`config.mk`:
```
export PLATFORM = sky130hd
export DESIGN_NAME = row_max_sub_flat
export DESIGN_NICKNAME = d
export VERILOG_FILES = /design/src/rtl/row_max_sub_pkg.sv /design/src/rtl/row_max_sub_if.sv /design/src/rtl/row_max_sub_sel_max.sv /design/src/rtl/row_max_sub.sv /design/src/flat_wrapper.sv
export SDC_FILE = /design/constraint.sdc
export NUM_CORES = 1
export LEC_CHECK = 0
export ABC_CLOCK_PERIOD_IN_PS = 14000
export CAP_MARGIN = 20
export CORE_MARGIN = 1.5
export CORE_UTILIZATION = 35
export DETAILED_ROUTE_END_ITERATION = 7
export GPL_TIMING_DRIVEN = 0
export SLEW_MARGIN = 20
export SYNTH_ARGS = -nofsm -noshare
export SYNTH_HDL_FRONTEND = slang
export SYNTH_SLANG_ARGS = --single-unit
```
`constraint.sdc`:
```
create_clock -name I_CLK -period 14 [get_ports I_CLK]
set_clock_uncertainty 0.2 [all_clocks]
set_input_delay 2.8 -clock I_CLK [delete_from_list [all_inputs] [get_ports I_CLK]]
set_output_delay 2.8 -clock I_CLK [all_outputs]
set_load 0.05 [all_outputs]
```
`src/rtl/row_max_sub_pkg.sv`:
```
// Shared definitions for the softmax front end: row geometry, default element
// width and the row-processing state encoding reused by later softmax stages.
package row_max_sub_pkg;

    localparam int ROW_LEN = 16;
    localparam int D_W_DEF = 16;
    localparam int CNT_W   = $clog2(ROW_LEN);

    typedef enum logic [1:0] {
        COLLECT = 2'd0,
        MAX     = 2'd1,
        EMIT    = 2'd2
    } state_t;

endpackage

```
`src/rtl/row_max_sub_if.sv`:
```
// Element stream interface: upstream score input, downstream (x - max) output
// and the registered row maximum.
interface row_max_sub_if
    import row_max_sub_pkg::*;
#(
    parameter int D_W = D_W_DEF
) ();

    logic                  I_VLD;
    logic signed [D_W-1:0] I_DATA;
    logic                  O_RDY;
    logic                  O_VLD;
    logic signed [D_W-1:0] O_DATA;
    logic                  O_LAST;
    logic signed [D_W-1:0] O_MAX;
    logic                  I_RDY;

    modport slave (
        input  I_VLD, I_DATA, I_RDY,
        output O_RDY, O_VLD, O_DATA, O_LAST, O_MAX
    );

    modport master (
        output I_VLD, I_DATA, I_RDY,
        input  O_RDY, O_VLD, O_DATA, O_LAST, O_MAX
    );

endinterface

```
`src/rtl/row_max_sub_sel_max.sv`:
```
// sel_max: 16-input signed maximum as a four-level combinational compare tree.
module sel_max
    import row_max_sub_pkg::*;
#(
    parameter int D_W = D_W_DEF
) (
    input  logic signed [D_W-1:0] din_i [ROW_LEN],
    output logic signed [D_W-1:0] max_o
);

    logic signed [D_W-1:0] lvl1 [ROW_LEN/2];
    logic signed [D_W-1:0] lvl2 [ROW_LEN/4];
    logic signed [D_W-1:0] lvl3 [ROW_LEN/8];

    // Ties keep the left operand; the value is identical either way.
    function automatic logic signed [D_W-1:0] smax(
        input logic signed [D_W-1:0] a,
        input logic signed [D_W-1:0] b
    );
        return (b > a) ? b : a;
    endfunction

    // Pairwise reduction, one array per tree level.
    always_comb begin
        for (int i = 0; i < ROW_LEN/2; i++) lvl1[i] = smax(din_i[2*i], din_i[2*i+1]);
        for (int i = 0; i < ROW_LEN/4; i++) lvl2[i] = smax(lvl1[2*i], lvl1[2*i+1]);
        for (int i = 0; i < ROW_LEN/8; i++) lvl3[i] = smax(lvl2[2*i], lvl2[2*i+1]);
        max_o = smax(lvl3[0], lvl3[1]);
    end

endmodule

```
`src/rtl/row_max_sub.sv`:
```
// row_max_sub: buffers one score row, finds its maximum in a single cycle and
// streams back saturated (x_i - max) for the exp stage. Rows do not overlap.
module row_max_sub
    import row_max_sub_pkg::*;
#(
    parameter int D_W = D_W_DEF
) (
    input  logic         I_CLK,
    input  logic         I_RST,
    row_max_sub_if.slave bus
);

    localparam logic [CNT_W-1:0] LAST_IDX = CNT_W'(ROW_LEN - 1);

    state_t                state_q, state_d;
    logic [CNT_W-1:0]      wr_cnt_q, wr_cnt_d;
    logic [CNT_W-1:0]      rd_cnt_q, rd_cnt_d;
    logic signed [D_W-1:0] max_q;
    logic signed [D_W-1:0] tree_max;
    logic signed [D_W-1:0] row_buf_q [ROW_LEN];
    logic signed [D_W:0]   diff;
    logic                  wr_en;
    logic                  max_ld;
    logic                  emit;

    // The difference of two in-range values can only overflow downwards because
    // max_q is the row maximum; both directions are clamped for safety anyway.
    function automatic logic signed [D_W-1:0] sat_diff(input logic signed [D_W:0] d);
        if (d[D_W] != d[D_W-1])
            return d[D_W] ? {1'b1, {(D_W-1){1'b0}}} : {1'b0, {(D_W-1){1'b1}}};
        return d[D_W-1:0];
    endfunction

    sel_max #(.D_W(D_W)) u_sel_max (
        .din_i (row_buf_q),
        .max_o (tree_max)
    );

    // Next-state, counter and strobe decode for the COLLECT/MAX/EMIT sequence.
    always_comb begin
        state_d  = state_q;
        wr_cnt_d = wr_cnt_q;
        rd_cnt_d = rd_cnt_q;
        wr_en    = 1'b0;
        max_ld   = 1'b0;
        case (state_q)
            COLLECT: begin
                if (bus.I_VLD) begin
                    wr_en = 1'b1;
                    if (wr_cnt_q == LAST_IDX) begin
                        wr_cnt_d = '0;
                        state_d  = MAX;
                    end else begin
                        wr_cnt_d = wr_cnt_q + CNT_W'(1);
                    end
                end
            end
            MAX: begin
                max_ld  = 1'b1;
                state_d = EMIT;
            end
            EMIT: begin
                if (bus.I_RDY) begin
                    if (rd_cnt_q == LAST_IDX) begin
                        rd_cnt_d = '0;
                        state_d  = COLLECT;
                    end else begin
                        rd_cnt_d = rd_cnt_q + CNT_W'(1);
                    end
                end
            end
            default: state_d = COLLECT;
        endcase
    end

    // Control state and the row maximum; a reset abandons any partial row.
    always_ff @(posedge I_CLK or posedge I_RST) begin
        if (I_RST) begin
            state_q  <= COLLECT;
            wr_cnt_q <= '0;
            rd_cnt_q <= '0;
            max_q    <= '0;
        end else begin
            state_q  <= state_d;
            wr_cnt_q <= wr_cnt_d;
            rd_cnt_q <= rd_cnt_d;
            if (max_ld) max_q <= tree_max;
        end
    end

    // Row buffer holds data only, so it carries no reset.
    always_ff @(posedge I_CLK) begin
        if (wr_en) row_buf_q[wr_cnt_q] <= bus.I_DATA;
    end

    assign emit = (state_q == EMIT);
    assign diff = (D_W+1)'(row_buf_q[rd_cnt_q]) - (D_W+1)'(max_q);

    assign bus.O_RDY  = (state_q == COLLECT);
    assign bus.O_VLD  = emit;
    assign bus.O_LAST = emit && (rd_cnt_q == LAST_IDX);
    assign bus.O_MAX  = max_q;
    assign bus.O_DATA = emit ? sat_diff(diff) : '0;

endmodule
```
`src/flat_wrapper.sv`:
```
// flat-port wrapper written by rule: the top's interface ports become plain ports
module row_max_sub_flat import row_max_sub_pkg::*;
#(
    parameter int D_W = D_W_DEF
)
  (I_CLK, I_RST, bus_I_VLD, bus_I_DATA, bus_I_RDY, bus_O_RDY, bus_O_VLD, bus_O_DATA, bus_O_LAST, bus_O_MAX);
  row_max_sub_if #(.D_W(D_W)) bus_i ();
  input  logic I_CLK;
  input  logic I_RST;
  input wire logic [$bits(bus_i.I_VLD)-1:0] bus_I_VLD;
  input wire logic [$bits(bus_i.I_DATA)-1:0] bus_I_DATA;
  input wire logic [$bits(bus_i.I_RDY)-1:0] bus_I_RDY;
  output wire logic [$bits(bus_i.O_RDY)-1:0] bus_O_RDY;
  output wire logic [$bits(bus_i.O_VLD)-1:0] bus_O_VLD;
  output wire logic [$bits(bus_i.O_DATA)-1:0] bus_O_DATA;
  output wire logic [$bits(bus_i.O_LAST)-1:0] bus_O_LAST;
  output wire logic [$bits(bus_i.O_MAX)-1:0] bus_O_MAX;
  assign bus_i.I_VLD = bus_I_VLD;
  assign bus_i.I_DATA = bus_I_DATA;
  assign bus_i.I_RDY = bus_I_RDY;
  assign bus_O_RDY = bus_i.O_RDY;
  assign bus_O_VLD = bus_i.O_VLD;
  assign bus_O_DATA = bus_i.O_DATA;
  assign bus_O_LAST = bus_i.O_LAST;
  assign bus_O_MAX = bus_i.O_MAX;
  row_max_sub #(.D_W(D_W)) u_core (.I_CLK(I_CLK), .I_RST(I_RST), .bus(bus_i));
endmodule
```
# --- Yosys cells after proc, flatten, opt, wreduce, memory -nomap -nowiden ---
# Index checks and enable logic that the tools add are counted.
totals:
  ff_bits: 282
  inputBits: 20
  output_inout_bits: 35
op_classes:
  n_addsub: 3
  magnitude_cmp: 18
  eq_ne: 9
  mux: 36
  bitwise: 2
  reduce_logical: 6
op_table:
  columns: ["op", "n"]
  rows:
  - ["16-bit 2-to-1 mux", 22]
  - ["256-bit bitwise mux", 1]
  - ["16-bit greater-than comparator", 15]
  - ["16-bit binary-select mux with 4-bit select", 1]
  - ["16-bit demux with 4-bit select", 1]
  - ["16-bit by 16-bit subtractor with 17-bit output", 1]
  - ["5-bit >= comparator, second input constant", 2]
  - ["4-bit inverter with 5-bit output", 2]
  - ["4-bit by 1-bit adder with 4-bit output, second input constant", 2]
  - ["4-bit equality test, second input constant", 2]
  - ["2-bit 2-to-1 mux", 4]
  - ["4-bit 2-to-1 mux", 2]
  - ["2-bit inequality test, second input constant", 3]
  - ["2-bit one-hot mux with 3 select lines", 1]
  - ["5-bit by 1-bit less-than comparator with 1-bit output, second input constant", 1]
  - ["1-bit 2-to-1 mux", 4]
  - ["2-bit AND reduction", 2]
  - ["4-bit AND reduction", 1]
  - ["2-bit by 1-bit equality test with 1-bit output, second input constant", 1]
  - ["2-bit equality test, second input constant", 1]
  - ["1-bit logical AND", 2]
  - ["2-bit logical NOT", 1]
  - ["2-bit by 1-bit inequality test with 1-bit output, second input constant", 1]
  - ["1-bit inequality test", 1]

# --- Depth between registers and ports, before layout ---
logic_depth:
  word_depth: 9
  depth_mapped: 57
  depth_no_buf: 50

# --- Hierarchy ---
# A second synthesis with hierarchy kept.
unflattened:
  hier_cells: 1928
  hier_area_um2: 21195.3
by_module_without_submodules:
  columns: ["module", "n_inst", "cells_each", "area_each_um2", "seq_area_each_um2"]
  rows:
  - ["row_max_sub", 1, 616, 11805.1, 8338.0]
  - ["sel_max", 1, 1312, 9390.3, 0.0]

# --- Worst setup path before layout ---
# Ideal clock, no wire load.
synth_path:
  path_kind: "flip-flop to flip-flop"
  startpoint: "register u_core.row_buf_q[175] in the netlist's numbering"
  endpoint: "register u_core.max_q[3], in the netlist u_core.bus.O_MAX[3]"
  setup_ps: 132
  t_arrival_ps: 9682
  setup_slack_ps: 3986
  stages_incl_launch_ff: 51
  path_buffers: 5
  synth_period_minus_slack_ps: 10014
  cell_sequence: "edfxtp_1 > ha_1 > nand4_1 > or3_1 > a21oi_1 > nor4_1 > nor2_1 > clkbuf_1 > mux2i_1 > ha_1 > nand2_1 > nor3_1 > a21boi_0 > nand4b_1 > o221ai_1 > nor4_1 > mux2_2 > nor2_1 > [... 15 more ...] > ha_1 > nor2b_1 > o21a_1 > o21ai_0 > nand2b_1 > a21oi_1 > nor2b_1 > o21ai_0 > nand2b_1 > a21oi_1 > or3_1 > a41o_1 > nor2_1 > or2_2 > buf_1 > clkbuf_1 > a2bb2oi_1 > o21ai_1"
synth_via:
  elab_chain_cells: 8
synth_lines:
  columns: ["item", "line", "text"]
  rows:
  - ["start, declared", "row_max_sub.sv:20", "logic signed [D_W-1:0] row_buf_q [ROW_LEN];"]
  - ["start signal, assigned by index", "row_max_sub.sv:93", "if (wr_en) row_buf_q[wr_cnt_q] <= bus.I_DATA;"]
  - ["16-bit greater-than comparator", "row_max_sub_sel_max.sv:20", "return (b > a) ? b : a;"]
  - ["16-bit 2-to-1 mux *", "row_max_sub_sel_max.sv:20", null]
  - ["16-bit greater-than comparator", "row_max_sub_sel_max.sv:20", null]
  - ["16-bit 2-to-1 mux *", "row_max_sub_sel_max.sv:20", null]
  - ["16-bit greater-than comparator", "row_max_sub_sel_max.sv:20", null]
  - ["16-bit 2-to-1 mux *", "row_max_sub_sel_max.sv:20", null]
  - ["16-bit greater-than comparator", "row_max_sub_sel_max.sv:20", null]
  - ["16-bit 2-to-1 mux *", "row_max_sub_sel_max.sv:20", null]
  - ["end signal, assigned", "row_max_sub.sv:87", "if (max_ld) max_q <= tree_max;"]
  - ["end, declared", "row_max_sub.sv:18", "logic signed [D_W-1:0] max_q;"]
# Mark *: on every way between the ends. The rest lies on a longest branch, timed or not.
# A chain may end at the register's enable or synchronous reset.

# --- Worst setup path in the final report ---
layout_path:
  startpoint: "register u_core.row_buf_q[175] in the netlist's numbering"
  endpoint: "register u_core.max_q[6], in the netlist u_core.bus.O_MAX[6]"
# Same word-level chain as after synthesis.

==> summary.txt <==
Global routing
  • Grt ovf: 0
  • GRT Total Usage: 0.217
  • Pin count of the biggest net entering global routing: 27
  • Vias in the first global route: 15.7k
  • First-pass GRT wire length: 100 mm
  • Initial antenna violation count: 4

Logic synthesis
  • Ys flop type: edfxtp_1
  • Register area share after synthesis: 0.395
  • Yosys warnings: 0
  • Seq cells post-synth: 282
  • Post-Syn Nets: 2169
  • Area leader, netlist: edfxtp_1
  • Synth cell types: 85
  • Share of the synthesized area in the top cell type: 0.364
  • Synthesized cell area: 0.0211 sq mm
  • Post-synth EDFFs: 256
  • Ys async rst share: 0.0922
  • Number of cells produced by synthesis: 1895
  • Synth top area cells: edfxtp_1, ha_1, mux4_2
  • Synth Area per Inst: 11.1 sq um

Critical path
  • Reg2reg path depth: 51
  • Cell family with most CP delay: simple AND/OR/NAND/NOR gates
  • Critical Path RT: 14.23 ns
  • Crit path kind: flop to flop
  • Worst path max stage delay: 0.61 ns
  • Worst EP arrival: 12.77 ns
  • Slowest cell on crit path: clkbuf_1
  • Critical Path Most Common Cell: a21oi_1
  • R2R Path Start: u_core.row_buf_q[175]$_DFFE_PP_
  • Crit Path Max Fanout: 10
  • CP startpoint kind: flop
  • CP Buf/Inv Count: 6
  • Flop2flop setup slack: 1.46 ns
  • Endpoint type of the worst setup path: flop
  • RR Endpoint: u_core.bus.O_MAX[6]$_DFFE_PP0N_

Power and ir drop
  • Maximum vdd ir drop: 0.000117 V
  • Pwr Total: 4400 uW
  • PwrDens: 185 mW/mm^2
  • LEAKAGE: 0.00985 uW

Layout
  • Register area: 0.00834 sq mm
  • Fin cells: 2784
  • Core Util, Final: 0.400
  • Commonest non-fill, non-tap cell in the layout: edfxtp_1
  • ANT cells: 0
  • Fill count: 5653
  • Share of layout cells above drive strength 1: 0.112
  • Area of the multi-input gates: 0.0116 sq mm
  • Nets: 2261
  • Most frequent cells in the layout: edfxtp_1, ha_1, inv_1
  • P&R area growth vs syn: 12.5%

Placement
  • Dpl hpwl: 52.6 mm
  • PortBufs: 54
  • GPL Wtd Cong: 0.987
  • Worst slack, placed: 1.66 ns
  • Post-Place Cells: 2723

Worst hold path
  • Hold path depth: 2
  • Beginning of the worst hold path: u_core.bus.O_MAX[14]$_DFFE_PP0N_
  • Hold EP: u_core.bus.O_MAX[14]$_DFFE_PP0N_
  • Worst Hold Class: flop to flop

STA
  • Setup TNS: 0 ns
  • Worst-Margin Slew: 1.09 ns
  • Max-slew violation count: 0
  • Rel. slew slack: 0.273
  • Post-layout min period: 12.54 ns
  • Period utilization: 0.896
  • F_max: 0.0797 GHz
  • Final hold vios: 0
  • Finish-stage setup viols: 0
  • Setup slack after layout: 1.46 ns
  • RSZ-0062 raised after global routing: no

Clock tree
  • Worst-path clk slew: 0.06 ns
  • Clk root buf: clkbuf_16
  • Max clock buf depth: 3
  • CTS H-Tree Depth: 2
  • Clk Latency, worst-skew pair: 0.57 ns
  • CTS sink cnt: 282
  • CTS tree: built
  • Num CTS Buffers: 35
  • Hold Buf Count CTS: 0
  • Post_cts resized: 0
  • Post-CTS setup buffer count: 0

Floorplan
  • I/O pin count: 55
  • Core Box Area: 0.0594 sq mm
  • Initial Utilization: 0.356
  • Chip height: 249 microns
  • Cell row count: 89
  • Die area: 0.0618 sq mm
  • Die width: 249 microns

Drt
  • Mean number of vias per cell: 5.80
  • Via count: 16.2k
  • Antenna Nets Post-Route: 0
  • Initial DRC Count: 1713
  • Drt wl/cell: 24.4 microns
  • Routed wire length: 67.9 mm
  • Remaining DRCs: 0
  • Pre-antenna DRT Iters: 6

Job
  • Total of max-cap violations: 0

Status
  • Outcome: complete, no violations
-- through the flow --
stage | instance area, sq um | hold WS [ns]
global placement | 22600 | 0.351
detailed placement | 22600 | 0.351
finish | 23800 | 0.368
floorplan | 21100 | 0.340
CTS | 23800 | 0.365
global route | 23800 | 0.385
-- cell type report --
type | instances | area share
Buffer | 71 | 0.0129
Clock buffer | 39 | 0.0384
Clock inverter | 22 | 0.00822
Inverter | 241 | 0.0381
Multi-Input combinational cell | 1301 | 0.487
Sequential cell | 282 | 0.351
Tap cell | 773 | 0.0407
Timing Repair Buffer | 55 | 0.0234
-- where the power goes --
group          switching [uW]  leakage (uW)  total (uW)  internal (uW)
registers                36.3       0.00265        1010            972
logic                    1550       0.00665        2490            943
clock network             383      0.000549         895            512
total                    1970       0.00985        4400           2430
-- how the worst max path moves through the flow --
stage                                         start                         endpoint  slack, ns  cells after the start
floorplan           u_core.row_buf_q[175]$_DFFE_PP_  u_core.bus.O_MAX[3]$_DFFE_PP0N_       3.99                     50
global placement     u_core.row_buf_q[79]$_DFFE_PP_  u_core.bus.O_MAX[7]$_DFFE_PP0N_       1.88                     55
detailed placement  u_core.row_buf_q[175]$_DFFE_PP_  u_core.bus.O_MAX[6]$_DFFE_PP0N_       1.66                     50
CTS                 u_core.row_buf_q[175]$_DFFE_PP_  u_core.bus.O_MAX[6]$_DFFE_PP0N_       1.59                     50
global route        u_core.row_buf_q[175]$_DFFE_PP_  u_core.bus.O_MAX[6]$_DFFE_PP0N_       0.55                     50
finish              u_core.row_buf_q[175]$_DFFE_PP_  u_core.bus.O_MAX[6]$_DFFE_PP0N_       1.46                     51
-- flip-flops by register name, summed over array words and instances (netlist names) --
register / count
u_core.bus.O_MAX: 16
u_core.rd_cnt_q: 4
u_core.row_buf_q: 256
u_core.state_q: 2
u_core.wr_cnt_q: 4
-- layer usage --
layer	GRT usage	part of all wire	up-vias
met1	0.301	0.44	7993
li1	-	-	7367
met5	0	0.00028	-
met3	0.0345	0.075	124
met2	0.342	0.44	662
met4	0.0794	0.039	4
-- tightest hold or removal path, delay by kind of cell (launching register included) --
kind / cells / cell delay, ns
DFF: 1 / 0.39
AOI/OAI and AO/OA: 2 / 0.14
-- synthesized netlist by cell type (all sizes together), types with 20 or more instances --
cell type and instances:
inv 240, a21o 36, ha 253, o21a 22, nand3 21, dfrtp 26
nor2 84, mux2i 127, buf 25, clkbuf 46, a21oi 132, and4 20
a31oi 21, o21ai 61, mux4 80, nor3 34, nand4 48, nand2 88
mux2 48, edfxtp 256
-- cells by family after synthesis --
family	synth area share
AOI/OAI and AO/OA	0.118
xor gates and xnor gates	0.00747
adders and majority gates	0.152
buffers and inverters	0.0572
DFF	0.395
muxes	0.172
and+or+nand+nor	0.0979
No activity file was read; power rests on OpenSTA's default activity.
